<file path="config.mk">
export PLATFORM = sky130hd
export DESIGN_NAME = centroid_div_scheduler_flat
export DESIGN_NICKNAME = d
export VERILOG_FILES = /design/src/rtl/centroid_div_scheduler_pkg.sv /design/src/rtl/centroid_div_scheduler_if.sv /design/src/rtl/centroid_div_scheduler_job_timeout_counter.sv /design/src/rtl/centroid_div_scheduler.sv /design/src/flat_wrapper.sv
export SDC_FILE = /design/constraint.sdc
export NUM_CORES = 2
export LEC_CHECK = 0
export BUFFER_PORTS_ARGS = -buffer_cell sky130_fd_sc_hd__buf_2
export CAP_MARGIN = 20
export CORE_AREA = 2 2 409 411
export CTS_BUF_LIST = sky130_fd_sc_hd__clkbuf_2
export CTS_CLUSTER_SIZE = 12
export DETAILED_ROUTE_END_ITERATION = 12
export DIE_AREA = 0 0 411 413
export PLACE_DENSITY = 0.5
export SLEW_MARGIN = 30
export SYNTH_ARGS = -nofsm -noshare
export SYNTH_HDL_FRONTEND = slang
export SYNTH_SLANG_ARGS = --single-unit
</file>
<file path="constraint.sdc">
create_clock -name clk -period 4.15 [get_ports clk]
set_input_delay 0.415 -clock clk [delete_from_list [all_inputs] [get_ports clk]]
set_output_delay 0.415 -clock clk [all_outputs]
set_load 0.1 [all_outputs]
</file>
<file path="src/rtl/centroid_div_scheduler_pkg.sv">
// rtl/centroid_div_scheduler_pkg.sv - shared types and constants for the centroid divider scheduler
package centroid_div_scheduler_pkg;

  typedef enum logic [2:0] {
    ST_IDLE,
    ST_LOAD,
    ST_ISSUE,
    ST_SETTLE,
    ST_WAIT,
    ST_STORE,
    ST_NEXT,
    ST_DONE
  } state_e;

  localparam int DEFAULT_WIDTH = 64;
  localparam int NUM_COLORS    = 4;
  localparam int NUM_JOBS      = 8;
  localparam int X_MAX         = 1023;
  localparam int Y_MAX         = 511;
  localparam int AVG_X_W       = 10;
  localparam int AVG_Y_W       = 9;
  localparam int TMO_W         = 8;

  localparam logic [2:0] LAST_JOB = 3'(NUM_JOBS - 1);

endpackage

</file>
<file path="src/rtl/centroid_div_scheduler_if.sv">
// rtl/centroid_div_scheduler_if.sv - handshake bundle between the scheduler and the shared divider
interface centroid_div_scheduler_if
  import centroid_div_scheduler_pkg::*;
#(
  parameter int WIDTH = DEFAULT_WIDTH
);
  logic [WIDTH-1:0] div_dividend;
  logic [WIDTH-1:0] div_divisor;
  logic             div_start;
  logic [WIDTH-1:0] div_quotient;
  logic             div_ready;

  modport master (
    output div_dividend, div_divisor, div_start,
    input  div_quotient, div_ready
  );

  modport slave (
    input  div_dividend, div_divisor, div_start,
    output div_quotient, div_ready
  );
endinterface

</file>
<file path="src/rtl/centroid_div_scheduler_job_timeout_counter.sv">
// rtl/centroid_div_scheduler_job_timeout_counter.sv - saturating per-job wait counter with clear and expire
module centroid_div_scheduler_job_timeout_counter
  import centroid_div_scheduler_pkg::*;
#(
  parameter int TIMEOUT = 255
) (
  input  logic clk,
  input  logic reset,
  input  logic clear,
  input  logic enable,
  output logic expire
);

  localparam logic [TMO_W-1:0] LAST = TMO_W'(TIMEOUT - 1);

  logic [TMO_W-1:0] count_q, count_d;

  always_comb begin
    count_d = count_q;
    if (clear) begin
      count_d = '0;
    end else if (enable && (count_q != {TMO_W{1'b1}})) begin
      count_d = count_q + 1'b1;
    end
  end

  always_ff @(posedge clk) begin
    if (reset) count_q <= '0;
    else       count_q <= count_d;
  end

  // Count 0 is the first waiting cycle, so expiry at TIMEOUT-1 gives exactly TIMEOUT wait cycles.
  assign expire = (count_q >= LAST);

endmodule

</file>
<file path="src/rtl/centroid_div_scheduler.sv">
// rtl/centroid_div_scheduler.sv - sequences the eight per-frame centroid divisions through one shared divider
module centroid_div_scheduler
  import centroid_div_scheduler_pkg::*;
#(
  parameter int WIDTH   = DEFAULT_WIDTH,
  parameter int TIMEOUT = 255,
  parameter int X_MAX   = centroid_div_scheduler_pkg::X_MAX,
  parameter int Y_MAX   = centroid_div_scheduler_pkg::Y_MAX
) (
  input  logic                            clk,
  input  logic                            reset,
  input  logic                            go,
  input  logic [NUM_COLORS*WIDTH-1:0]     sum_x,
  input  logic [NUM_COLORS*WIDTH-1:0]     sum_y,
  input  logic [NUM_COLORS*WIDTH-1:0]     num,
  centroid_div_scheduler_if.master        div,
  output logic [NUM_COLORS*AVG_X_W-1:0]   avg_x,
  output logic [NUM_COLORS*AVG_Y_W-1:0]   avg_y,
  output logic [NUM_COLORS-1:0]           valid,
  output logic                            busy,
  output logic                            done
);

  state_e                          state_q, state_d;
  logic [2:0]                      job_q, job_d;
  logic [NUM_COLORS*WIDTH-1:0]     sx_q, sx_d, sy_q, sy_d, nm_q, nm_d;
  logic [WIDTH-1:0]                quo_q, quo_d;
  logic [NUM_COLORS*AVG_X_W-1:0]   avg_x_q, avg_x_d;
  logic [NUM_COLORS*AVG_Y_W-1:0]   avg_y_q, avg_y_d;
  logic [NUM_COLORS-1:0]           valid_q, valid_d;
  logic                            pair_fail_q, pair_fail_d;

  logic             tmo_clear, tmo_enable, tmo_expire;
  logic [1:0]       color;
  logic             axis_y;
  logic [WIDTH-1:0] dividend, divisor;

  assign color  = job_q[2:1];
  assign axis_y = job_q[0];

  // Operands come straight from the snapshot, so they stay stable for the whole job.
  assign dividend = axis_y ? sy_q[int'(color)*WIDTH +: WIDTH] : sx_q[int'(color)*WIDTH +: WIDTH];
  assign divisor  = nm_q[int'(color)*WIDTH +: WIDTH];

  centroid_div_scheduler_job_timeout_counter #(
    .TIMEOUT (TIMEOUT)
  ) u_tmo (
    .clk    (clk),
    .reset  (reset),
    .clear  (tmo_clear),
    .enable (tmo_enable),
    .expire (tmo_expire)
  );

  always_comb begin
    state_d     = state_q;
    job_d       = job_q;
    sx_d        = sx_q;
    sy_d        = sy_q;
    nm_d        = nm_q;
    quo_d       = quo_q;
    avg_x_d     = avg_x_q;
    avg_y_d     = avg_y_q;
    valid_d     = valid_q;
    pair_fail_d = pair_fail_q;
    tmo_clear   = 1'b0;
    tmo_enable  = 1'b0;

    case (state_q)
      ST_IDLE: begin
        if (go) begin
          sx_d        = sum_x;
          sy_d        = sum_y;
          nm_d        = num;
          job_d       = '0;
          valid_d     = '0;
          pair_fail_d = 1'b0;
          state_d     = ST_LOAD;
        end
      end
      ST_LOAD: begin
        if (divisor == '0) begin
          pair_fail_d = 1'b1;
          state_d     = ST_NEXT;
        end else begin
          state_d = ST_ISSUE;
        end
      end
      ST_ISSUE: state_d = ST_SETTLE;
      // A ready left over from the previous job may still be high here; it is deliberately not looked at.
      ST_SETTLE: begin
        tmo_clear = 1'b1;
        state_d   = ST_WAIT;
      end
      ST_WAIT: begin
        tmo_enable = 1'b1;
        if (div.div_ready) begin
          quo_d   = div.div_quotient;
          state_d = ST_STORE;
        end else if (tmo_expire) begin
          pair_fail_d = 1'b1;
          state_d     = ST_NEXT;
        end
      end
      ST_STORE: begin
        if (axis_y) begin
          avg_y_d[int'(color)*AVG_Y_W +: AVG_Y_W] =
            (quo_q > WIDTH'(Y_MAX)) ? AVG_Y_W'(Y_MAX) : quo_q[AVG_Y_W-1:0];
        end else begin
          avg_x_d[int'(color)*AVG_X_W +: AVG_X_W] =
            (quo_q > WIDTH'(X_MAX)) ? AVG_X_W'(X_MAX) : quo_q[AVG_X_W-1:0];
        end
        state_d = ST_NEXT;
      end
      ST_NEXT: begin
        if (axis_y) begin
          valid_d[color] = ~pair_fail_q;
          pair_fail_d    = 1'b0;
        end
        if (job_q == LAST_JOB) begin
          state_d = ST_DONE;
        end else begin
          job_d   = job_q + 1'b1;
          state_d = ST_LOAD;
        end
      end
      ST_DONE: state_d = ST_IDLE;
      default: state_d = ST_IDLE;
    endcase
  end

  always_ff @(posedge clk) begin
    if (reset) begin
      state_q     <= ST_IDLE;
      job_q       <= '0;
      sx_q        <= '0;
      sy_q        <= '0;
      nm_q        <= '0;
      quo_q       <= '0;
      avg_x_q     <= '0;
      avg_y_q     <= '0;
      valid_q     <= '0;
      pair_fail_q <= 1'b0;
    end else begin
      state_q     <= state_d;
      job_q       <= job_d;
      sx_q        <= sx_d;
      sy_q        <= sy_d;
      nm_q        <= nm_d;
      quo_q       <= quo_d;
      avg_x_q     <= avg_x_d;
      avg_y_q     <= avg_y_d;
      valid_q     <= valid_d;
      pair_fail_q <= pair_fail_d;
    end
  end

  assign div.div_dividend = dividend;
  assign div.div_divisor  = divisor;
  assign div.div_start    = (state_q == ST_ISSUE);

  assign avg_x = avg_x_q;
  assign avg_y = avg_y_q;
  assign valid = valid_q;
  assign busy  = (state_q != ST_IDLE) && (state_q != ST_DONE);
  assign done  = (state_q == ST_DONE);

endmodule

</file>
<file path="src/flat_wrapper.sv">
// flat-port wrapper written by rule: the top's interface ports become plain ports
module centroid_div_scheduler_flat import centroid_div_scheduler_pkg::*;
#(
  parameter int WIDTH   = DEFAULT_WIDTH,
  parameter int TIMEOUT = 255,
  parameter int X_MAX   = centroid_div_scheduler_pkg::X_MAX,
  parameter int Y_MAX   = centroid_div_scheduler_pkg::Y_MAX
)
  (clk, reset, go, sum_x, sum_y, num, avg_x, avg_y, valid, busy, done, div_div_dividend, div_div_divisor, div_div_start, div_div_quotient, div_div_ready);
  centroid_div_scheduler_if #(.WIDTH(WIDTH)) div_i ();
  input  logic clk;
  input  logic reset;
  input  logic go;
  input  logic [NUM_COLORS*WIDTH-1:0] sum_x;
  input  logic [NUM_COLORS*WIDTH-1:0] sum_y;
  input  logic [NUM_COLORS*WIDTH-1:0] num;
  output logic [NUM_COLORS*AVG_X_W-1:0] avg_x;
  output logic [NUM_COLORS*AVG_Y_W-1:0] avg_y;
  output logic [NUM_COLORS-1:0] valid;
  output logic busy;
  output logic done;
  output wire logic [$bits(div_i.div_dividend)-1:0] div_div_dividend;
  output wire logic [$bits(div_i.div_divisor)-1:0] div_div_divisor;
  output wire logic [$bits(div_i.div_start)-1:0] div_div_start;
  input wire logic [$bits(div_i.div_quotient)-1:0] div_div_quotient;
  input wire logic [$bits(div_i.div_ready)-1:0] div_div_ready;
  assign div_div_dividend = div_i.div_dividend;
  assign div_div_divisor = div_i.div_divisor;
  assign div_div_start = div_i.div_start;
  assign div_i.div_quotient = div_div_quotient;
  assign div_i.div_ready = div_div_ready;
  centroid_div_scheduler #(.WIDTH(WIDTH), .TIMEOUT(TIMEOUT), .X_MAX(X_MAX), .Y_MAX(Y_MAX)) u_core (.clk(clk), .reset(reset), .go(go), .sum_x(sum_x), .sum_y(sum_y), .num(num), .div(div_i), .avg_x(avg_x), .avg_y(avg_y), .valid(valid), .busy(busy), .done(done));
endmodule
</file>
==> impl_metrics.yaml, run 1 <==
yosys:
  yosys.area_share.xor_xnor: 0.001379
  synth_edf_count: 0
  async_flop_share: 0
  seq_area_frac_synth: 0.4869
  synthCells: 4630
  ys.flop_type: "dfxtp_1"
  synth_top_family_by_area: "simple AND/OR/NAND/NOR gates"
  synth_most_common_cell: "nand2_1"
  synthSimpleGateAreaFrac: 0.2124
  synth_nets: 5477
  synth-compound-area-share: 0.1387
  synthTopCellsByArea: "dfxtp_1 (49%), nand2_1 (19%), a21oi_1 (12%), mux4_2 (11%), clkbuf_1 (3.2%)"
  yosysUniqueCellTypes: 57
  synth_seq_cells: 927
  yosys_warnings: 0
  synth.area.mux_share: 0.1181
  synthAdderAreaFrac: 0.003611
  avgSynthCellArea_um2: 8.232
  yosysTopAreaCell: "dfxtp_1"
  synth.top_cells.by_count: "nand2_1 (1,938), dfxtp_1 (927), a21oi_1 (904)"
  yosysTopAreaCellShare: 0.4869
  synth.cell_area_um2: 38120
floorplan:
  initial_core_util: 0.2297
  ioPinCount: 1047
  rows: 150
  die_y_um: 413
  die_w_um: 411
place:
  place_inst: 7591
  numPortBuffers: 1046
  gp_congestion: 0.9847
  placed_cell_area_um2: 45650
  dp_hpwl_um: 156900
clock_tree:
  cts_root_buffer: "clkbuf_2"
  cts_resized: 286
  numCtsBuffers: 283
  cts_buffer_depth: 4
  holdBufCountCts: 1620
  h-tree-depth: 5
  clkSinkCount: 927
  postCtsSetupBuffers: 27
run_status:
  error: "[ERROR RSZ-0060] Max buffer count reached."
  status: "stopped before the end"
  haltStage: "clock tree synthesis"
## logic make-up after synthesis
logic type	count (synthesis)
and+or+nand+nor	2084
AOI/OAI and AO/OA	1014
DFF	927
buffers and inverters	380
muxes	208
adders and majority gates	11
xor gates and xnor gates	6
## metrics by stage
step | setup WS (ns) | hold slack, ns
2_1_floorplan | 0.6874 | 0.4331
3_3_place_gp | 0.5619 | 0.4333
3_5_place_dp | 0.5452 | 0.4340
==> inputs of run 2 (changes only) <==
--- a/config.mk
+++ b/config.mk
@@ -7,12 +7,10 @@
 export LEC_CHECK = 0
 export BUFFER_PORTS_ARGS = -buffer_cell sky130_fd_sc_hd__buf_2
 export CAP_MARGIN = 20
-export CORE_AREA = 2 2 409 411
-export CTS_BUF_LIST = sky130_fd_sc_hd__clkbuf_2
-export CTS_CLUSTER_SIZE = 12
+export CORE_MARGIN = 2
+export CORE_UTILIZATION = 20
 export DETAILED_ROUTE_END_ITERATION = 12
-export DIE_AREA = 0 0 411 413
-export PLACE_DENSITY = 0.5
+export PLACE_DENSITY_LB_ADDON = 0.15
 export SLEW_MARGIN = 30
 export SYNTH_ARGS = -nofsm -noshare
 export SYNTH_HDL_FRONTEND = slang
==> run 2 against run 1 <==
Against the previous run: the run now ends clean; area after synthesis unchanged; synthesized cell count unchanged.
==> impl_metrics.yaml, run 2 <==
critical_path:
  critPathTopFamily: "buffers and inverters"
  cp_slowest_cell: "dfxtp_4"
  cp-start-kind: "register"
  path_class: "reg -> out"
  cp_num_buf_inv: 3
  cpPeakStageDelay_ns: 0.67
  required_ns: 3.73
  cp_common_cell: "nand2_1"
  cp_data_arrival_time_ns: 3.39
  end_kind: "output port"
  reg2reg_slack_ns: 0.42
  worstPathMaxFanout: 27
  crit_chain: "buf_12 > buf_4 > mux4_2 > nand2_1 > nand2_1 > buf_2"
place:
  numPortBuffers: 1046
  gp_congestion: 0.8782
  dp_hpwl_um: 147200
  placed_cell_area_um2: 46020
yosys:
  avgSynthCellArea_um2: 8.232
  synth_most_common_cell: "nand2_1"
  yosysTopAreaCell: "dfxtp_1"
  synthCells: 4630
  synth_edf_count: 0
  yosysUniqueCellTypes: 57
  synth_nets: 5477
  synthTopCellsByArea: "dfxtp_1 (49%), nand2_1 (19%), a21oi_1 (12%), mux4_2 (11%), clkbuf_1 (3.2%)"
  yosys_warnings: 0
  synth.top_cells.by_count: "nand2_1 (1,938), dfxtp_1 (927), a21oi_1 (904)"
  ys.flop_type: "dfxtp_1"
  synth_seq_cells: 927
  async_flop_share: 0
  seq_area_frac_synth: 0.4869
  synth.cell_area_um2: 38120
  yosysTopAreaCellShare: 0.4869
floorplan:
  die_y_um: 440.6
  ioPinCount: 1047
  rows: 160
  coreArea_um2: 189800
  initial_core_util: 0.2008
  dieArea_um2: 194100
  die_w_um: 440.6
clock_tree:
  cts_tree: "done"
  cts.reportedPaths.clkPinSlew_ns: 0.06
  cts_buffer_depth: 3
  clk_latency_ns: 0.76
  cts_resized: 0
  h-tree-depth: 3
  numCtsBuffers: 114
  clkSinkCount: 927
  cts_root_buffer: "clkbuf_16"
pwr:
  ir_drop_uv: 329.2
  p_leak_nw: 23.24
  power_density_nw_per_um2: 418.3
sta:
  maxSlewHeadroom: 0.3254
  setup_viol: 0
  hold_viol_final: 0
  min_period_ns: 3.801
  slew_violations: 0
  fin_tns_setup_ns: 0
  worst_slew_pin_slew_ns: 1.012
  fin_skew_ns: 0.01718
  max_freq_mhz: 263.1
  fin_crit_sh: 0.9158
  rsz0062_at_grt: "false"
route:
  drtAntennaViolNets: 0
  drt_first_pass_iters: 5
  first_iter_violations: 2297
  vias: 39760
  wl_per_cell_um: 22.19
  wirelength_um: 199400
  via_per_inst: 4.424
  drc_errors: 0
global_route:
  overflow: 0
  antenna_found_initial: 49
  grt_pass1_vias: 40540
  grtUsageTotal: 0.1963
  grt_max_degree: 169
  grt_pass1_wl_um: 279200
run:
  cap_violations: 0
layout:
  fillers: 20410
  layout-drive-gt1-share: 0.2384
  seq_area_um2: 18570
  layout_common_cells: "nand2_1 (1,938), buf_2 (1,045), dfxtp_1 (924), a21oi_1 (904), dlygate4sd3_1 (825)"
  syn2layout_area_growth_pct: 53.07
  mostFrequentLayoutCell: "nand2_1"
  design_area_um2: 58340
  reg.largest.list: "u_core.nm_q: 256 flops, u_core.sx_q: 256 flops, u_core.sy_q: 256 flops"
  multiInputGateArea_um2: 18100
  fin_nets: 7178
run_status:
  status: "completed"
min_path:
  min_path_type: "in -> reg"
## run 2: cell counts after synthesis
No cell type changed its count.
## run 2: logic make-up (layout without fill, tap and decap cells)
logic type	Yosys count	count (layout)	share of synthesized area
adders and majority gates	11	11	0.003611
muxes	208	208	0.1181
buffers and inverters	380	2181	0.03900
other	0	45	0
AOI/OAI and AO/OA	1014	1014	0.1387
xor gates and xnor gates	6	6	0.001379
DFF	927	927	0.4869
and+or+nand+nor	2084	2084	0.2124
## run 2: final timing paths
kind                                  startpoint                    to  cells after the start
worst max register to register   u_core.job_q[1]    u_core.pair_fail_q                      8
worst min-delay path                    num[186]      u_core.nm_q[186]                      3
worst min register to register  u_core.avg_x[25]      u_core.avg_x[25]                      2
worst max-delay path             u_core.job_q[1]  div_div_dividend[55]                      6
## run 2: timing repair
| item | in CTS | in global routing |
|---|---|---|
| hold buffers | 825 | 0 |
| setup endpoints to repair | 6 | 0 |
| buffers inserted | 1 | 0 |
| hold endpoints to repair | 825 | 0 |
## run 2: routing by layer
metal	vias up	wire, um	track usage
met3	370	8776	0.03372
li1	19020	-	-
met4	0	10660	0.09909
met1	19200	75350	0.2129
met2	1171	104600	0.3639
met5	-	0	0
## run 2: power by group
part           total [mW]  switching [mW]  internal [mW]
clock network        10.5            4.31           6.17
logic                4.09            2.56           1.54
registers            9.84           0.379           9.46
## run 2: final cells by class
| cell class | count | share of cell area |
|---|---|---|
| timing repair buffer | 1953 | 0.2476 |
| tap | 2511 | 0.05385 |
| multi-input combinational | 3323 | 0.3102 |
| clock inverter | 49 | 0.009093 |
| clock buffer | 167 | 0.05822 |
| antenna | 45 | 0.001930 |
| sequential | 927 | 0.3183 |
| inverter | 12 | 0.0007935 |
## run 2: tightest hold or removal path, cell delays in order
cell and delay [ns]:
buf_2 0.10, nand2_1 0.17, a21oi_1 0.09
## run 2: metrics by stage
step	util	cells	hold slack (ns)	power (mW)	worst slack [ns]
after floorplan	-	4630	0.4331	12.05	0.6874
after global placement	0.2424	7900	0.4364	13.49	0.1207
after detailed placement	0.2425	7900	0.4335	13.49	0.2006
after CTS	0.3068	8942	0.00006239	24.78	0.1257
after global routing	0.3073	8979	0.006407	25.45	0.1056
final	0.3074	8987	0.06304	24.40	0.3494
Note: power is estimated with default switching activity, not from simulation.
